<file path="config.mk">
export PLATFORM = sky130hd
export DESIGN_NAME = modn_down_count_ctrl
export DESIGN_NICKNAME = d
export VERILOG_FILES = /design/src/rtl/modn_down_count_ctrl.sv
export SDC_FILE = /design/constraint.sdc
export NUM_CORES = 1
export LEC_CHECK = 0
export BUFFER_PORTS_ARGS = -buffer_cell sky130_fd_sc_hd__buf_4
export CAP_MARGIN = 0
export CELL_PAD_IN_SITES_DETAIL_PLACEMENT = 0
export CELL_PAD_IN_SITES_GLOBAL_PLACEMENT = 1
export CORE_AREA = 4 4 67 69
export CTS_CLUSTER_DIAMETER = 30
export DETAILED_ROUTE_END_ITERATION = 16
export DIE_AREA = 0 0 71 73
export PLACE_DENSITY = 0.78
export SLEW_MARGIN = 25
export SYNTH_ARGS = -nofsm -noshare
export SYNTH_HDL_FRONTEND = slang
export SYNTH_SLANG_ARGS = --single-unit
</file>
<file path="constraint.sdc">
create_clock -name clk -period 4.02 [get_ports clk]
set_clock_uncertainty 0.2 [all_clocks]
set_input_delay 0 -clock clk [delete_from_list [all_inputs] [get_ports clk]]
set_output_delay 0 -clock clk [all_outputs]
set_load 0.02 [all_outputs]
</file>
<file path="src/rtl/modn_down_count_ctrl.sv">
// Modulo-N down counter controller: loads a start value through a valid/ready
// handshake, counts down with reload, and stops after a set number of wraps.
module modn_down_count_ctrl #(
  parameter int W  = 3,
  parameter int CW = 8
) (
  input  logic          clk,
  input  logic          rst_n,
  input  logic          cfg_valid,
  output logic          cfg_ready,
  input  logic [W-1:0]  cfg_top,
  input  logic [CW-1:0] cfg_cycles,
  input  logic          pause,
  input  logic          abort,
  output logic [W-1:0]  cnt,
  output logic          tc,
  output logic [CW-1:0] wrap_cnt,
  output logic          busy,
  output logic          done,
  output logic          err
);

  typedef enum logic [1:0] {IDLE, RUN, PAUSE, DONE} state_t;

  state_t        state, state_nxt;
  logic [W-1:0]  cnt_nxt, top_q, top_nxt;
  logic [CW-1:0] wrap_nxt, cycles_q, cycles_nxt;
  logic          err_nxt;
  logic          last_wrap;

  always_ff @(posedge clk or negedge rst_n) begin
    if (!rst_n) begin
      state    <= IDLE;
      cnt      <= '0;
      wrap_cnt <= '0;
      top_q    <= '0;
      cycles_q <= '0;
      err      <= 1'b0;
    end else begin
      state    <= state_nxt;
      cnt      <= cnt_nxt;
      wrap_cnt <= wrap_nxt;
      top_q    <= top_nxt;
      cycles_q <= cycles_nxt;
      err      <= err_nxt;
    end
  end

  // A bounded run ends on the terminal count of its final wrap.
  assign last_wrap = (cycles_q != '0) && (wrap_cnt == cycles_q - CW'(1));

  always_comb begin
    state_nxt  = state;
    cnt_nxt    = cnt;
    wrap_nxt   = wrap_cnt;
    top_nxt    = top_q;
    cycles_nxt = cycles_q;
    err_nxt    = 1'b0;
    case (state)
      IDLE: begin
        if (cfg_valid) begin
          if (cfg_top == '0) begin
            err_nxt = 1'b1;
          end else begin
            top_nxt    = cfg_top;
            cycles_nxt = cfg_cycles;
            cnt_nxt    = cfg_top;
            wrap_nxt   = '0;
            state_nxt  = RUN;
          end
        end
      end
      RUN: begin
        if (abort) begin
          cnt_nxt   = '0;
          state_nxt = IDLE;
        end else if (pause) begin
          state_nxt = PAUSE;
        end else if (cnt != '0) begin
          cnt_nxt = cnt - W'(1);
        end else if (last_wrap) begin
          wrap_nxt  = cycles_q;
          state_nxt = DONE;
        end else begin
          cnt_nxt  = top_q;
          wrap_nxt = wrap_cnt + CW'(1);
        end
      end
      PAUSE: begin
        if (abort) begin
          cnt_nxt   = '0;
          state_nxt = IDLE;
        end else if (!pause) begin
          state_nxt = RUN;
        end
      end
      DONE:    state_nxt = IDLE;
      default: state_nxt = IDLE;
    endcase
  end

  assign cfg_ready = (state == IDLE);
  assign busy      = (state == RUN) || (state == PAUSE);
  assign done      = (state == DONE);
  assign tc        = (state == RUN) && (cnt == '0);

endmodule

</file>
==> metrics.md, run 1 <==
| Metric | Value |
|---|---|
| Die Wd | 71 microns |
| WL final | 4050 microns |
| Worst Path Required | 4.03 ns |
| Mapped Area | 0.00168 sq mm |
| Final ANT Viol Nets | 0 |
| RR Endpoint | state[1] |
| Avg Cell Area, Syn | 9.58 sq um |
| Clock buffer depth | 2 |
| Syn Inst Count | 175 |
| Worst slew pin tran | 0.921 ns |
| Family with the most delay on the worst path | compound AO/OA/AOI/OAI gates |
| Via count | 1434 |
| Setup TNS | 0 ns |
| Logic pwr share | 0.562 |
| Final nets | 246 |
| Utilization after layout | 0.551 |
| Worst VDD drop | 0.321 mV |
| Fillers | 394 |
| Core Region | 0.00391 sq mm |
| Reg2reg start | cycles_q[0] |
| Crit path time final | 3.17 ns |
| Crit Path Category | reg2reg |
| HPWL after detailed placement | 3000 microns |
| Status | completed |
| Slew HR | 0.370 |
| Clock transition at the registers of the reported paths | 0.09 ns |
| Yosys top cell by area | dfrtp_1 |
| CTS Sinks | 25 |
| CTS buffer count | 3 |
| Global route overflow | 0 |
| Largest net degree at the start of global routing | 26 |
| Reg2Reg Depth | 9 |
| Area post-placement | 0.00193 sq mm |
| Most frequent cell after synthesis | dfrtp_1 |
| EDFF count, synth | 0 |
| Vias/cell | 5.31 |
| IO Pins | 32 |
| Router iterations before antenna repair | 4 |
| Pint | 0.808 mW |
| Ant diodes | 0 |
| Hold-fix buffers, CTS | 17 |
| Leak pwr | 1.03 nW |
| PwrDens | 680 mW/mm^2 |
| DIE HEIGHT | 73 microns |
| Worst path bufs/invs | 2 |
| Antenna violations before repair | 0 |
| CP startpoint kind | register |
| Netlist cell types | 38 |
| Crit path cell chain | inv_1 -> ha_1 -> o21ba_1 -> a221oi_1 -> a41oi_1 -> nor4_4 -> o21ai_4 -> a21oi_1 -> dlygate4sd3_1 |
| 1st-iter DRT viols | 104 |
| Fin crit share | 0.789 |
| Drt drc | 0 |
| Data arrival, critical path | 3.18 ns |
| CTS tree | built |
| Clock network latency to the later pin of the worst-skew pair | 0.27 ns |
| Synth Flop Type | dfrtp_1 |
| Synth Net Count | 200 |
| Drt wl/cell | 15.0 microns |
| Htree depth | 1 |
| P_sw | 0.658 mW |
| Fraction of layout cells with a size suffix above 1 | 0.227 |
| Final hold violation count | 0 |
| Setup crit end kind | register |
| Total GRT Usage | 0.172 |
| Ys async rst share | 1.00 |
| Synth top cells by count | dfrtp_1 (25), inv_1 (16), nor2_1 (16), nand2_1 (11), ha_1 (9) |
| Flop-to-flop setup slack | 0.85 ns |
| Final worst slack | 0.849 ns |
| Ys Warns | 0 |
| #FFs+latches synth | 25 |
| Peak Freq | 315 MHz |
| RSZ-0062 raised after global routing | false |
| Cell area after layout | 0.00215 sq mm |
| First-pass GRT wire length | 7190 microns |
| Fin. max-slew vios | 0 |
| # Max-Cap Violations | 0 |
| Area of the multi-input gates | 948 sq um |
| Hold Crit Class | in2async |
| Initial core utilization | 0.428 |
| Slowest cell on crit path | dlygate4sd3_1 |
| Setup WS pre-CTS | 0.986 ns |
| Row cnt | 23 |
| Worst path max stage delay | 0.56 ns |
| Post-CTS Setup Bufs | 0 |
| Synthesis-to-finish area growth | 28.5% |
| Sequential Power Share | 0.334 |
| Register Area | 626 sq um |
| GP Congestion | 0.845 |
| Top post-synthesis cells by area | dfrtp_1 (37%), ha_1 (6.7%), mux2_2 (5.4%) |
| Root Buffer | clkbuf_8 |
| Post-cts resize count | 0 |
| Post-synth top area share | 0.373 |
| DIE AREA | 0.00518 sq mm |
| Port Buffers | 31 |
| Vias in the first global route | 1532 |
| Seq/Total Area, Yosys | 0.373 |
| Clock power frac | 0.104 |
| Sw Share | 0.449 |
| # setup viols final | 0 |
| Critical path fanouts, max | 16 |
registers in the layout (all words and copies together), names as in the netlist:
name / count
state: 2
top_q: 3
err: 1
cnt: 3
wrap_cnt: 8
cycles_q: 8
power by group through the flow:
stage | Combinational (mW) | Clock [mW] | Sequential, mW
after global routing | 0.911 | 0.169 | 0.510
after detailed placement | 0.811 | 0 | 0.493
after CTS | 0.834 | 0.157 | 0.489
final | 0.825 | 0.153 | 0.489
after global placement | 0.790 | 0 | 0.489
after floorplan | 0.610 | 0 | 0.472
stage by stage:
step | hold WS [ns] | total power, mW | instances
after floorplan | -0.496 | 1.08 | 175
after global placement | -0.277 | 1.28 | 249
after detailed placement | -0.265 | 1.30 | 249
after CTS | 0.00939 | 1.48 | 270
after global routing | 0.0188 | 1.59 | 270
final | 0.00245 | 1.47 | 270
cell type report:
type,instances,share of cell area
sequential,25,0.290
inverter,16,0.0279
clock buffer,4,0.0209
multi-input combinational,127,0.440
tap,50,0.0290
timing repair buffer,48,0.192
cells in the final DEF (no fill, tap or decap):
cell	synthesis	routed
a2111oi_0	1	1
a21boi_0	1	1
a21oi_1	6	6
a221oi_1	2	2
a22oi_1	1	1
a31oi_1	6	6
a41oi_1	1	1
and2_1	1	1
buf_12	0	1
buf_4	0	31
clkbuf_1	4	1
clkbuf_8	0	3
dfrtp_1	25	25
dlygate4sd3_1	0	16
ha_1	9	9
inv_1	16	16
mux2_2	8	8
mux2_4	3	3
mux2i_1	8	8
nand2_1	11	11
nand3_1	6	6
nand3b_1	1	1
nor2_1	16	16
nor2b_1	5	5
nor3_1	2	2
nor3b_1	1	1
nor4_1	1	1
nor4_4	1	1
o21ai_0	4	4
o21ai_1	3	3
o21ai_4	2	2
o21ba_1	1	1
o22ai_1	8	8
o311a_1	1	1
o32ai_1	1	1
o41ai_2	1	1
or2_1	1	1
or3_1	4	4
xnor2_1	4	4
xor2_1	6	6
how the worst max path moves through the flow:
stage / start / endpoint / slack (ns) / cells after the start
2_1_floorplan: cycles_q[0] / cnt[0] / 1.27 / 10
3_3_place_gp: cycles_q[0] / cnt[0] / 1.21 / 9
3_5_place_dp: cycles_q[0] / cnt[0] / 0.99 / 9
4_1_cts: cycles_q[0] / state[1] / 0.88 / 9
5_1_grt: cycles_q[0] / state[1] / 0.75 / 9
6_report: cycles_q[0] / state[1] / 0.85 / 9
cell families (layout without fill, tap and decap cells):
logic type      Yosys count  count (layout)  share of synthesized area
xor+xnor                 10              10                     0.0522
fa+ha+maj                 9               9                     0.0672
compound gates           39              39                      0.167
simple gates             50              50                      0.151
buf+inv                  23              68                     0.0612
flops                    25              25                      0.373
mux                      19              19                      0.128
worst min-delay path: stages:
cell and delay (ns):
dlygate4sd3_1 0.53, buf_4 0.12, buf_12 0.17
layer usage:
metal	vias to the layer above	routed length [microns]	track usage
li1	708	-	-
met1	693	1870	0.227
met2	25	2030	0.300
met3	8	108	0.0248
met4	0	40	0.0376
met5	-	0	0
No activity file was read; power rests on OpenSTA's default activity.
==> run 2, diff against run 1 <==
--- a/config.mk
+++ b/config.mk
@@ -9,11 +9,11 @@
 export CAP_MARGIN = 0
 export CELL_PAD_IN_SITES_DETAIL_PLACEMENT = 0
 export CELL_PAD_IN_SITES_GLOBAL_PLACEMENT = 1
-export CORE_AREA = 4 4 67 69
+export CORE_AREA = 4 4 72 74
 export CTS_CLUSTER_DIAMETER = 30
 export DETAILED_ROUTE_END_ITERATION = 16
-export DIE_AREA = 0 0 71 73
-export PLACE_DENSITY = 0.78
+export DIE_AREA = 0 0 76 78
+export PLACE_DENSITY = 0.71
 export SLEW_MARGIN = 25
 export SYNTH_ARGS = -nofsm -noshare
 export SYNTH_HDL_FRONTEND = slang
==> constraint.sdc (replaced) <==
create_clock -name clk -period 2.6 [get_ports clk]
set_clock_uncertainty 0.2 [all_clocks]
set_input_delay 0 -clock clk [delete_from_list [all_inputs] [get_ports clk]]
set_output_delay 0 -clock clk [all_outputs]
set_load 0.02 [all_outputs]
==> run 2 against run 1 <==
  * Final area increased by 5.1%
  * Power rose by 64%
  * Wire length increased by 4.7%
  * Global-route usage shrank 2.1 points
  * Cell count grew 5.2%
  * Clock power up 60%
  * Via count up 4.2%
  * Combinational power rose by 76%
  * Die area increased by 14%
  * Largest power group unchanged
==> metrics.md, run 2 (same netlist as run 1, synthesis figures left out) <==
| Metric | Value |
|---|---|
| Status | completed |
| Routed met3 length | 170 microns (+57%) |
| WL final | 4240 microns (+4.7%) |
| Synthesis-to-finish area growth | 35.0% |
| Clock transition at the registers of the reported paths | 0.10 ns (about the same) |
| Crit Path Category | reg2reg |
| Worst Hold End | cycles_q[7] |
| Hold Crit Class | in2reg |
| Die Wd | 76 microns (+7.0%) |
| Reg2reg start | state[1] |
| Final nets | 256 (+4.1%) |
| 1st-iter DRT viols | 65 (-38%) |
| Total GRT Usage | 0.151 (-0.0205) |
| Power, Total | 2.41 mW (+64%) |
| RR Endpoint | wrap_cnt[6] |
| Post-CTS Setup Bufs | 0 (unchanged) |
| Worst Path Required | 2.59 ns (-1.44 ns) |
| Flop-to-flop setup slack | 0.16 ns (-0.69 ns) |
| Top Layer Used | met4 |
| Fin. max-slew vios | 0 (unchanged) |
| HPWL after detailed placement | 3270 microns (+9.1%) |
| Clock buffer depth | 2 (unchanged) |
| CTS buffer count | 3 (unchanged) |
| Router iterations before antenna repair | 4 (unchanged) |
| Post-placement cell count | 262 (+5.2%) |
| CTS Sinks | 25 (unchanged) |
| DIE AREA | 0.00593 sq mm (+14%) |
| Most common cell after layout, fill and taps aside | buf_4 |
| Drt wl/cell | 14.9 microns (-0.42%) |
| Port Buffers | 31 (unchanged) |
| # Max-Cap Violations | 0 (unchanged) |
| Crit path time final | 2.44 ns (-0.733 ns) |
| Peak Freq | 410 MHz (+30%) |
| Most frequent cells in the layout | buf_4 (40), dfrtp_1 (25), dlygate4sd3_1 (17), inv_1 (16), nor2_1 (16) |
| Cell Count, Final, Fillers Out | 284 (+5.2%) |
| Metal2 WL | 2130 microns (+5.0%) |
| Fin crit share | 0.938 (+0.149) |
| Fraction of layout cells with a size suffix above 1 | 0.283 (+0.0553) |
| Final hold violation count | 0 (unchanged) |
| Ant diodes | 0 (unchanged) |
| Met1 wire length | 1820 microns (-2.8%) |
| Core Region | 0.00460 sq mm (+17%) |
| Antenna violations before repair | 0 (unchanged) |
| CP startpoint kind | register |
| Row cnt | 25 (+8.7%) |
| RSZ-0062 raised after global routing | false |
| Setup crit end kind | register |
| Vias/cell | 5.26 (-0.95%) |
| # setup viols final | 0 (unchanged) |
| Reg2Reg Depth | 9 (unchanged) |
| GP Congestion | 0.874 (+3.5%) |
| CTS tree | built |
| Root Buffer | clkbuf_8 |
| Drt drc | 0 (unchanged) |
| Vias in the first global route | 1624 (+6.0%) |
| Clock network latency to the later pin of the worst-skew pair | 0.27 ns (about the same) |
| Critical path fanouts, max | 9 (-7) |
| Slew HR | 0.648 (+0.278) |
| Final ANT Viol Nets | 0 (unchanged) |
| IO Pins | 32 (unchanged) |
| Biggest registers after layout | cycles_q x8, wrap_cnt x8 |
| First-pass GRT wire length | 7450 microns (+3.7%) |
| Via count | 1494 (+4.2%) |
| Htree depth | 1 (unchanged) |
| Setup TNS | 0 ns (unchanged) |
| DIE HEIGHT | 78 microns (+6.8%) |
| Worst hold start | cfg_cycles[7] |
| Global route overflow | 0 (unchanged) |
| Leak pwr | 1.08 nW (+4.6%) |
| Data arrival, critical path | 2.43 ns (-0.75 ns) |
| Worst slew pin tran | 0.526 ns (-0.395 ns) |
| PwrDens | 1060 mW/mm^2 (+56%) |
| Initial core utilization | 0.365 (-0.0638) |
| Largest net degree at the start of global routing | 26 (unchanged) |
| Hold path depth | 3 |
| Worst VDD drop | 0.701 mV (+120%) |
-- run 2: critical path, stage by stage, from the launching register on --
cell	delay (ns)
dfrtp_1	0.44
inv_1	0.10
ha_1	0.16
nor2b_2	0.26
nor2b_2	0.24
a21oi_1	0.08
or2_1	0.35
inv_1	0.09
nand2_1	0.20
o22ai_1	0.24
-- run 2: timing repair --
item	4_1_cts	5_1_grt
endpoints found under the setup margin	0	11
hold buffers	18	0
gates resized for setup	0	5
endpoints found under the hold margin	40	0
-- run 2: worst max-delay path by stage --
stage / start / endpoint / slack (ns) / cells after the start
after floorplan: cycles_q[0] / cnt[0] / 0.008 / 10
after global placement: cycles_q[2] / cnt[1] / 0.11 / 7
after detailed placement: cycles_q[0] / cnt[1] / 0.09 / 9
after CTS: state[1] / wrap_cnt[6] / 0.04 / 9
after global routing: cycles_q[0] / wrap_cnt[5] / 0.008 / 10
final: state[1] / wrap_cnt[6] / 0.16 / 9
-- run 2: area by class of cell --
cell class,instances,area (sq um)
Fill cell,446,2330
Multi-Input combinational cell,127,971
Sequential cell,25,626
Timing Repair Buffer,58,490
Tap cell,54,67.6
Inverter,16,60.1
Clock buffer,3,41.3
Clock inverter,1,7.51
-- run 2: layer usage --
layer | GRT usage | up-vias
li1 | - | 724
met1 | 0.175 | 721
met2 | 0.269 | 37
met3 | 0.0278 | 12
met4 | 0.0676 | 0
met5 | 0 | -
-- run 2: report_power, final --
part	switching [mW]	total [mW]	internal [mW]	leakage [nW]
Clock	0.136	0.245	0.109	0.0217
Combinational	0.760	1.45	0.688	0.739
Sequential	0.179	0.715	0.536	0.316
Total	1.07	2.41	1.33	1.08
-- run 2: stage by stage --
| step | setup slack, ns | hold slack (ns) | area [sq um] | util |
|---|---|---|---|---|
| 3_3_place_gp | 0.109 | -0.274 | 2000 | 0.435 |
| 4_1_cts | 0.0419 | 0.294 | 2240 | 0.487 |
| 5_1_grt | 0.00799 | 0.302 | 2260 | 0.492 |
| 6_report | 0.162 | 0.297 | 2260 | 0.492 |
| 2_1_floorplan | 0.00844 | -0.496 | 1680 | - |
| 3_5_place_dp | 0.0872 | -0.263 | 2000 | 0.435 |
==> run 3, diff against run 2 <==
--- a/config.mk
+++ b/config.mk
@@ -13,7 +13,7 @@
 export CTS_CLUSTER_DIAMETER = 30
 export DETAILED_ROUTE_END_ITERATION = 16
 export DIE_AREA = 0 0 76 78
-export PLACE_DENSITY = 0.71
+export PLACE_DENSITY_LB_ADDON = 0.1
 export SLEW_MARGIN = 25
 export SYNTH_ARGS = -nofsm -noshare
 export SYNTH_HDL_FRONTEND = slang
==> run 3 against run 2 <==
  * Cell count shrank 0.35%
  * Register-to-register slack is essentially flat
  * Die area is the same
  * Via count shrank 0.94%
  * Global-route usage shrank 0.60 points
  * Core utilization shrank 0.44 points
  * Combinational power shrank 3%
  * Fmax grew 0.31%
  * Worst hold slack gained 0.00078 ns
  * Clock power shrank 2%
  * Flip-flop and latch count is the same
  * Count of clock-buffer cells in the layout is the same
  * Critical path type unchanged
==> metrics.md, run 3 (same netlist as run 1, synthesis figures left out) <==
| Metric | Value |
|---|---|
| Critical path fanouts, max | 5 (-4) |
| Fin crit share | 0.935 (-0.00291) |
| Final ANT Viol Nets | 0 (unchanged) |
| Router iterations before antenna repair | 4 (unchanged) |
| Fin. max-slew vios | 0 (unchanged) |
| Worst path bufs/invs | 1 (-1) |
| Power, Total | 2.37 mW (-1.6%) |
| Clock transition at the registers of the reported paths | 0.09 ns (about the same) |
| Slowest cell on crit path | dfrtp_1 |
| DIE AREA | 0.00593 sq mm (unchanged) |
| CP startpoint kind | register |
| Final hold violation count | 0 (unchanged) |
| Final nets | 255 (-0.39%) |
| Worst path max stage delay | 0.35 ns (-0.09 ns) |
| Biggest registers after layout | cycles_q x8, wrap_cnt x8 |
| WL final | 4230 microns (-0.28%) |
| Drt wl/cell | 14.9 microns (about the same) |
| PwrDens | 1060 mW/mm^2 (-0.77%) |
| GP Congestion | 0.876 (+0.15%) |
| Peak Freq | 411 MHz (+0.31%) |
| Row cnt | 25 (unchanged) |
| Data arrival, critical path | 2.40 ns (-0.03 ns) |
| Area post-placement | 0.00199 sq mm (-0.38%) |
| Largest net degree at the start of global routing | 26 (unchanged) |
| Crit path cell chain | inv_1 -> ha_1 -> o21ba_1 -> a221oi_1 -> a41oi_1 -> nor4_4 -> o21ai_4 -> o21ai_4 -> mux2_4 |
| Via count | 1480 (-0.94%) |
| # Max-Cap Violations | 0 (unchanged) |
| Slew HR | 0.629 (-0.0186) |
| Core Region | 0.00460 sq mm (unchanged) |
| CTS buffer count | 3 (unchanged) |
| Vias in the first global route | 1497 (-7.8%) |
| Final worst slack | 0.170 ns (+0.00758 ns) |
| Global route overflow | 0 (unchanged) |
| Crit Path Category | reg2reg |
| Synthesis-to-finish area growth | 33.8% |
| Leak pwr | 1.08 nW (-0.17%) |
| Worst slew pin tran | 0.554 ns (+0.0278 ns) |
| Most frequent cells in the layout | buf_4 (38), dfrtp_1 (25), dlygate4sd3_1 (17), inv_1 (16), nor2_1 (16) |
| CTS tree | built |
| Setup TNS | 0 ns (unchanged) |
| HPWL after detailed placement | 3110 microns (-5.0%) |
| Total GRT Usage | 0.145 (-0.00605) |
| Vias/cell | 5.23 (-0.59%) |
| Ant diodes | 0 (unchanged) |
| CTS Sinks | 25 (unchanged) |
| Hold WS | 0.298 ns (+0.000775 ns) |
| Hold Crit Class | in2reg |
| Most common cell after layout, fill and taps aside | buf_4 |
| Die Wd | 76 microns (unchanged) |
| Status | completed |
| Worst Path Required | 2.57 ns (-0.02 ns) |
| 1st-iter DRT viols | 48 (-26%) |
| DIE HEIGHT | 78 microns (unchanged) |
| Port Buffers | 31 (unchanged) |
| Post-placement cell count | 261 (-0.38%) |
| Utilization after layout | 0.488 (-0.00435) |
| Worst VDD drop | 0.583 mV (-17%) |
| Initial core utilization | 0.365 (unchanged) |
| Clock network latency to the later pin of the worst-skew pair | 0.28 ns (about the same) |
| Drt drc | 0 (unchanged) |
| Cell area after layout | 0.00224 sq mm (-0.88%) |
| Family with the most delay on the worst path | compound AO/OA/AOI/OAI gates |
| Clock buffer depth | 2 (unchanged) |
| Cell Count, Final, Fillers Out | 283 (-0.35%) |
| First-pass GRT wire length | 7100 microns (-4.7%) |
| # setup viols final | 0 (unchanged) |
| IO Pins | 32 (unchanged) |
| RSZ-0062 raised after global routing | false |
| Cell repeated most along the worst path | o21ai_4 |
| Fraction of layout cells with a size suffix above 1 | 0.266 (-0.0162) |
| Htree depth | 1 (unchanged) |
| Setup crit end kind | register |
| Setup WS pre-CTS | 0.0933 ns (+0.00613 ns) |
| Root Buffer | clkbuf_8 |
| Crit path time final | 2.43 ns (-0.00758 ns) |
| Antenna violations before repair | 0 (unchanged) |
## run 3: cell types whose count changed in the layout (fill, tap and decap cells not counted), sizes merged
cell / before / now
clkinvlp: 1 / 0
clkinv: 0 / 1
buf: 41 / 40
## run 3: final timing paths
| check | end | from | slack [ns] | cells past startpoint |
|---|---|---|---|---|
| min | cycles_q[5] | cfg_cycles[5] | 0.30 | 3 |
| max | cnt[1] | cycles_q[0] | 0.17 | 9 |
| min in group asynchronous | wrap_cnt[7] | rst_n | 0.53 | 4 |
| min reg2reg | top_q[0] | top_q[0] | 0.30 | 2 |
| max in group asynchronous | cnt[0] | rst_n | 1.51 | 4 |
| max reg2reg | cnt[1] | cycles_q[0] | 0.17 | 9 |
## run 3: timing repair
action | in CTS | in global routing
setup buffers | 0 | 0
gates resized for setup | 0 | 3
endpoints found under the hold margin | 42 | 0
setup endpoints to repair | 0 | 10
hold buffers | 18 | 0
## run 3: metal layers
metal  track usage  routed length [microns]
met1         0.183                     1860
met3        0.0220                      136
met5             0                        0
met2         0.254                     2190
met4        0.0427                       41
## run 3: layout make-up
type | instances | area [sq um]
clock buffers | 3 | 41.3
fillers | 447 | 2350
inverters | 16 | 60.1
repair buffers | 57 | 487
clock inverters | 1 | 5.00
multi-input cells | 127 | 957
well taps | 54 | 67.6
flip-flops and latches | 25 | 626
## run 3: worst reg2reg max path: stages, from the launching register on
cell and delay (ns):
dfrtp_1 0.35, inv_1 0.06, ha_1 0.26, o21ba_1 0.19, a221oi_1 0.28, a41oi_1 0.10
nor4_4 0.23, o21ai_4 0.12, o21ai_4 0.22, mux2_4 0.31
## run 3: report_power, final
part / leakage (nW) / internal, mW / switching [mW]
combinational: 0.734 / 0.677 / 0.733
clock: 0.0255 / 0.108 / 0.134
sequential: 0.316 / 0.536 / 0.181
